[config.mk]
export PLATFORM = sky130hd
export DESIGN_NAME = axis_data_generator
export DESIGN_NICKNAME = d
export VERILOG_FILES = /design/src/rtl/axis_data_generator.sv
export SDC_FILE = /design/constraint.sdc
export NUM_CORES = 1
export LEC_CHECK = 0
export ABC_AREA = 1
export CAP_MARGIN = 20
export CORE_AREA = 2 2 463 465
export CTS_CLUSTER_DIAMETER = 60
export DETAILED_ROUTE_END_ITERATION = 6
export DIE_AREA = 0 0 465 467
export GPL_TIMING_DRIVEN = 0
export PLACE_DENSITY_LB_ADDON = 0.05
export SYNTH_ARGS = -nofsm -noshare
export SYNTH_HDL_FRONTEND = slang
export SYNTH_SLANG_ARGS = --single-unit
export TNS_END_PERCENT = 50
[constraint.sdc]
create_clock -name axis_streaming_data_clk -period 8.9 [get_ports axis_streaming_data_clk]
set_clock_uncertainty 0.2 [all_clocks]
set_input_delay 1.78 -clock axis_streaming_data_clk [delete_from_list [all_inputs] [get_ports axis_streaming_data_clk]]
set_output_delay 1.78 -clock axis_streaming_data_clk [all_outputs]
set_load 0.05 [all_outputs]
[src/rtl/axis_data_generator.sv]
// Synthetic AXI4-Stream packet source: fixed-length packets at a programmable start-to-start period.
// Define AXIS_DATA_GEN_PKT_COUNT_EN to add the sent_pkt_count output.
module axis_data_generator #(
    parameter int G_AXIS_DATA_WIDTH = 1024
) (
    input  logic                           axis_streaming_data_clk,
    input  logic                           axis_streaming_rst,
    input  logic                           axis_data_gen_enable,
    input  logic [15:0]                    pkt_length,
    input  logic [15:0]                    period,
    output logic [G_AXIS_DATA_WIDTH-1:0]   axis_streaming_data_tx_tdata,
    output logic                           axis_streaming_data_tx_tvalid,
    output logic                           axis_streaming_data_tx_tuser,
    output logic [G_AXIS_DATA_WIDTH/8-1:0] axis_streaming_data_tx_tkeep,
    output logic                           axis_streaming_data_tx_tlast,
    input  logic                           axis_streaming_data_tx_tready
`ifdef AXIS_DATA_GEN_PKT_COUNT_EN
    ,
    output logic [31:0]                    sent_pkt_count
`endif
);

    localparam int LANES = G_AXIS_DATA_WIDTH / 32;

    typedef enum logic [1:0] {
        S_IDLE = 2'd0,
        S_SEND = 2'd1,
        S_GAP  = 2'd2
    } state_t;

    state_t                        state_reg, state_next;
    logic [15:0]                   beat_reg, beat_next;
    logic [15:0]                   cnt_reg, cnt_next;
    logic [15:0]                   pkt_num_reg, pkt_num_next;
    logic [15:0]                   len_reg, len_next;
    logic [15:0]                   per_reg, per_next;
    logic                          tvalid_reg, tvalid_next;
    logic                          tlast_reg, tlast_next;
    logic [G_AXIS_DATA_WIDTH-1:0]  tdata_reg, tdata_next;

    logic        load_beat0;
    logic        pkt_done;
    logic        accept;
    logic        period_reached;
    logic [15:0] cnt_inc;

    always_comb begin
        state_next   = state_reg;
        beat_next    = beat_reg;
        cnt_next     = cnt_reg;
        pkt_num_next = pkt_num_reg;
        len_next     = len_reg;
        per_next     = per_reg;
        tvalid_next  = tvalid_reg;
        tlast_next   = tlast_reg;
        load_beat0   = 1'b0;
        pkt_done     = 1'b0;
        accept       = tvalid_reg && axis_streaming_data_tx_tready;
        cnt_inc      = (cnt_reg == 16'hFFFF) ? cnt_reg : cnt_reg + 16'd1;
        // 17-bit compare so that period 0 and period 1 both mean "already due"
        period_reached = ({1'b0, cnt_reg} + 17'd1) >= {1'b0, per_reg};

        case (state_reg)
            S_IDLE: begin
                if (axis_data_gen_enable) begin
                    state_next = S_SEND;
                    beat_next  = '0;
                    cnt_next   = '0;
                end
            end
            S_SEND: begin
                if (!tvalid_reg) begin
                    // first cycle after leaving IDLE: present beat 0
                    load_beat0 = 1'b1;
                end else begin
                    cnt_next = cnt_inc;
                    if (accept) begin
                        if (tlast_reg) begin
                            pkt_done     = 1'b1;
                            pkt_num_next = pkt_num_reg + 16'd1;
                            if (axis_data_gen_enable && period_reached) begin
                                load_beat0 = 1'b1;
                            end else begin
                                tvalid_next = 1'b0;
                                tlast_next  = 1'b0;
                                state_next  = axis_data_gen_enable ? S_GAP : S_IDLE;
                            end
                        end else begin
                            beat_next  = beat_reg + 16'd1;
                            tlast_next = (beat_reg + 16'd2 == len_reg);
                        end
                    end
                end
            end
            S_GAP: begin
                cnt_next = cnt_inc;
                if (!axis_data_gen_enable) begin
                    state_next = S_IDLE;
                end else if (period_reached) begin
                    state_next = S_SEND;
                    load_beat0 = 1'b1;
                end
            end
            default: state_next = S_IDLE;
        endcase

        // packet start: sample the configuration and present beat 0
        if (load_beat0) begin
            beat_next   = '0;
            cnt_next    = '0;
            len_next    = (pkt_length == 16'd0) ? 16'd1 : pkt_length;
            per_next    = period;
            tvalid_next = 1'b1;
            tlast_next  = (len_next == 16'd1);
        end
    end

    // each 32-bit lane carries {packet number, beat index}; held otherwise
    generate
        for (genvar gi = 0; gi < LANES; gi++) begin : g_lane
            assign tdata_next[gi*32 +: 32] = tvalid_next ? {pkt_num_next, beat_next}
                                                         : tdata_reg[gi*32 +: 32];
        end
    endgenerate

    always_ff @(posedge axis_streaming_data_clk or posedge axis_streaming_rst) begin
        if (axis_streaming_rst) begin
            state_reg   <= S_IDLE;
            beat_reg    <= '0;
            cnt_reg     <= '0;
            pkt_num_reg <= '0;
            len_reg     <= 16'd1;
            per_reg     <= '0;
            tvalid_reg  <= 1'b0;
            tlast_reg   <= 1'b0;
            tdata_reg   <= '0;
        end else begin
            state_reg   <= state_next;
            beat_reg    <= beat_next;
            cnt_reg     <= cnt_next;
            pkt_num_reg <= pkt_num_next;
            len_reg     <= len_next;
            per_reg     <= per_next;
            tvalid_reg  <= tvalid_next;
            tlast_reg   <= tlast_next;
            tdata_reg   <= tdata_next;
        end
    end

`ifdef AXIS_DATA_GEN_PKT_COUNT_EN
    logic [31:0] pkt_count_reg;

    always_ff @(posedge axis_streaming_data_clk or posedge axis_streaming_rst) begin
        if (axis_streaming_rst) begin
            pkt_count_reg <= '0;
        end else if (pkt_done) begin
            pkt_count_reg <= pkt_count_reg + 32'd1;
        end
    end

    assign sent_pkt_count = pkt_count_reg;
`endif

    assign axis_streaming_data_tx_tdata  = tdata_reg;
    assign axis_streaming_data_tx_tvalid = tvalid_reg;
    assign axis_streaming_data_tx_tlast  = tlast_reg;
    assign axis_streaming_data_tx_tuser  = 1'b0;
    assign axis_streaming_data_tx_tkeep  = '1;

endmodule

==> results.sh <==
export IMPL_cp_slowest_cell="clkdlybuf4s50_1"
export IMPL_syn_inst=1965
export IMPL_wl_per_cell_um=16.9
export IMPL_dieArea_mm2=0.217
export IMPL_cts_tree="yes"
export IMPL_routabilityCongestion=0.699
export IMPL_finalHoldViolations=0
export IMPL_setup_tns_ps=0
export IMPL_drtIter0Drc=453
export IMPL_post_cts_repair_setup_buffers=0
export IMPL_nFillCells=24100
export IMPL_clockBufferDepth=2
export IMPL_path_cells="buf_8 > buf_4 > clkdlybuf4s50_1"
export IMPL_grt_pass1_vias=13000
export IMPL_cp_end_kind="output pin"
export IMPL_synth_compound_area_frac=0.0360
export IMPL_synth_main_ff_cell="dfrtp_1"
export IMPL_max_freq_ghz=0.218
export IMPL_cts_sink_count=116
export IMPL_synth_mux_area_frac=0
export IMPL_core_rowCount=169
export IMPL_cts_buffers=17
export IMPL_cp_data_arrival_time_ps=2610
export IMPL_timing_final_crit_period_ps=4590
export IMPL_via_count=14100
export IMPL_slew_headroom=0.337
export IMPL_area_growth_pct=106
export IMPL_ctsRootBufferMaster="clkbuf_16"
export IMPL_postCtsHoldBufs=0
export IMPL_wirelength_mm=102
export IMPL_drive_gt1_frac=0.383
export IMPL_htree_levels=4
export IMPL_synth_fa_ha_area_frac=0.0209
export IMPL_coreArea_mm2=0.212
export IMPL_port_buffers=1061
export IMPL_cp_start_kind="register"
export IMPL_ios=1191
export IMPL_grt_max_degree=71
export IMPL_ys_seq_elements=116
export IMPL_drt_first_pass_iters=5
export IMPL_drt_drc_violations_left=0
export IMPL_insertion_delay_ps=480
export IMPL_start_util=0.0706
export IMPL_yosys_warnings=0
export IMPL_tightest_slew_ps=995
export IMPL_vdd_drop_max_v=0.000146
export IMPL_slew_violations=0
export IMPL_power_density_mw_per_mm2=239
export IMPL_crit_required_ps=6920
export IMPL_fp_dieH_um=467
export IMPL_async_flop_share=1.00
export IMPL_holdWs_ps=288
export IMPL_vias_per_cell=2.33
export IMPL_ant_nets=0
export IMPL_netlist_area_mm2=0.0149
export IMPL_critPathBufInv=3
export IMPL_avgSynthCellArea_um2=7.60
export IMPL_yosys_area_share_simple=0.122
export IMPL_grt_use_total=0.0885
export IMPL_cts_resized=0
export IMPL_criticalPathCategory="register to output pin"
export IMPL_p_leak_nw=14.0
export IMPL_synth_edf_count=0
export IMPL_overflow=0
export IMPL_cap_violations=0
export IMPL_setup_viol=0
export IMPL_fin_crit_sh=0.516
export IMPL_grt_pass1_wl_mm=130
export IMPL_worstPathMaxFanout=19
export IMPL_cp_slowest_stage_delay_ps=890
export IMPL_synth_xor_area_share=0.0240
export IMPL_synth_top_family_by_area="buffers and inverters"
export IMPL_dieWidth_um=465
export IMPL_critical_path_top_delay_family="buffers and inverters"
export IMPL_grt_antenna_before_repair=6
export IMPL_min_path_type="register to register"
export IMPL_rsz0062_at_grt="false"
export IMPL_path_clk_slew_ps=60
export IMPL_dpl_hpwl_mm=87.8
export IMPL_yosysUniqueCellTypes=42
export IMPL_largest_reg_flops=32
export IMPL_yosysSeqAreaShare=0.194
export IMPL_status="complete, no violations"
export IMPL_fin_nets=3253
[power breakdown]
part	internal, mW	switching [mW]
registers	0.642	0.266
clock network	0.519	0.300
logic	2.04	3.59
total	3.20	4.15
[cells by family after synthesis]
family | after synthesis
buffers and inverters | 1258
AND/OR/NAND/NOR | 427
flip-flops | 116
AO/OA/AOI/OAI | 96
XOR/XNOR | 41
adder cells (fa/ha/maj) | 25
other | 2
[worst reg2reg max path: stages, from the launching register on]
cell,delay (ps)
dfrtp_1,450
ha_1,250
nand2_1,70
nor2_1,130
nand2_2,130
nor3_1,310
nand3_1,140
xor2_1,390
ha_1,350
a21oi_1,160
nor2_1,50
nor2_1,80
nand3_1,90
nor2_2,120
nand2_2,120
nand3_2,120
nand3_2,90
nand2_4,210
nand2_4,150
inv_2,100
buf_2,350
o21ai_0,140
[layer usage]
layer  vias to the layer above  part of all wire  track usage
li1                       7242                 -            -
met1                      6216              0.35       0.0892
met2                       565              0.57        0.178
met3                        41             0.066       0.0253
met4                         0             0.013       0.0155
met5                         -                 0            0
[cell usage after synthesis (4+ instances only)]
master	n	area (µm²)
a21oi_1	18	90.1
buf_2	7	35.0
buf_4	1122	8420
buf_6	7	78.8
clkbuf_1	7	26.3
dfrtp_1	115	2880
ha_1	25	313
inv_1	112	420
nand2_1	258	968
nand3_1	42	210
nand4_1	11	68.8
nor2_1	80	300
nor3_1	11	55.1
nor4_1	4	25.0
o211ai_1	5	37.5
o21ai_0	48	240
o21ai_1	9	45.0
xnor2_1	11	96.3
xor2_1	30	263
[cells in the final DEF, fill, tap and decap left out, types with 13 or more instances in the layout]
master,Yosys,layout
buf_16,0,13
ha_1,25,25
conb_1,2,129
nand2_1,258,258
xor2_1,30,30
o21ai_0,48,48
nand3_1,42,42
buf_4,1122,1122
inv_1,112,111
clkdlybuf4s50_1,0,1061
nor2_1,80,80
dfrtp_2,0,18
dfrtp_1,115,97
a21oi_1,18,18
clkbuf_16,0,17
[path summary, 6_finish.rpt]
path / from / to / slack (ps) / depth (start not counted)
max: axis_streaming_data_tx_tdata[1019] / axis_streaming_data_tx_tdata[987] / 4310 / 3
min: pkt_num_reg[15] / pkt_num_reg[15] / 290 / 1
max reg2reg: cnt_reg[0] / axis_streaming_data_tx_tdata[1013] / 4580 / 21
min reg2reg: pkt_num_reg[15] / pkt_num_reg[15] / 290 / 1
max in group asynchronous: axis_streaming_rst / len_reg[0] / 6050 / 3
min in group asynchronous: axis_streaming_rst / axis_streaming_data_tx_tdata[1012] / 1560 / 2
[final cells by class]
cell class,count,area [µm²],area share
Timing Repair Buffer,1081,11100,0.361
Antenna cell,2,5.00,0.000163
Sequential cell,116,2930,0.0952
Multi-Input combinational cell,718,3510,0.114
Buffer,1143,8560,0.279
Clock buffer,24,482,0.0157
Clock inverter,8,174,0.00566
Tap cell,2821,3530,0.115
Inverter,115,437,0.0142
[through the flow]
step	instances	power (mW)	area, µm²	setup WS, ps	util
3_3_place_gp	5974	6.75	29600	513	0.140
5_1_grt	6026	7.73	30700	3990	0.145
2_1_floorplan	2092	4.66	15400	3850	-
3_5_place_dp	5994	6.69	30100	4170	0.142
4_1_cts	6026	7.55	30700	4120	0.145
6_report	6028	7.35	30700	4310	0.145
Power figures use the tool's default switching activity.
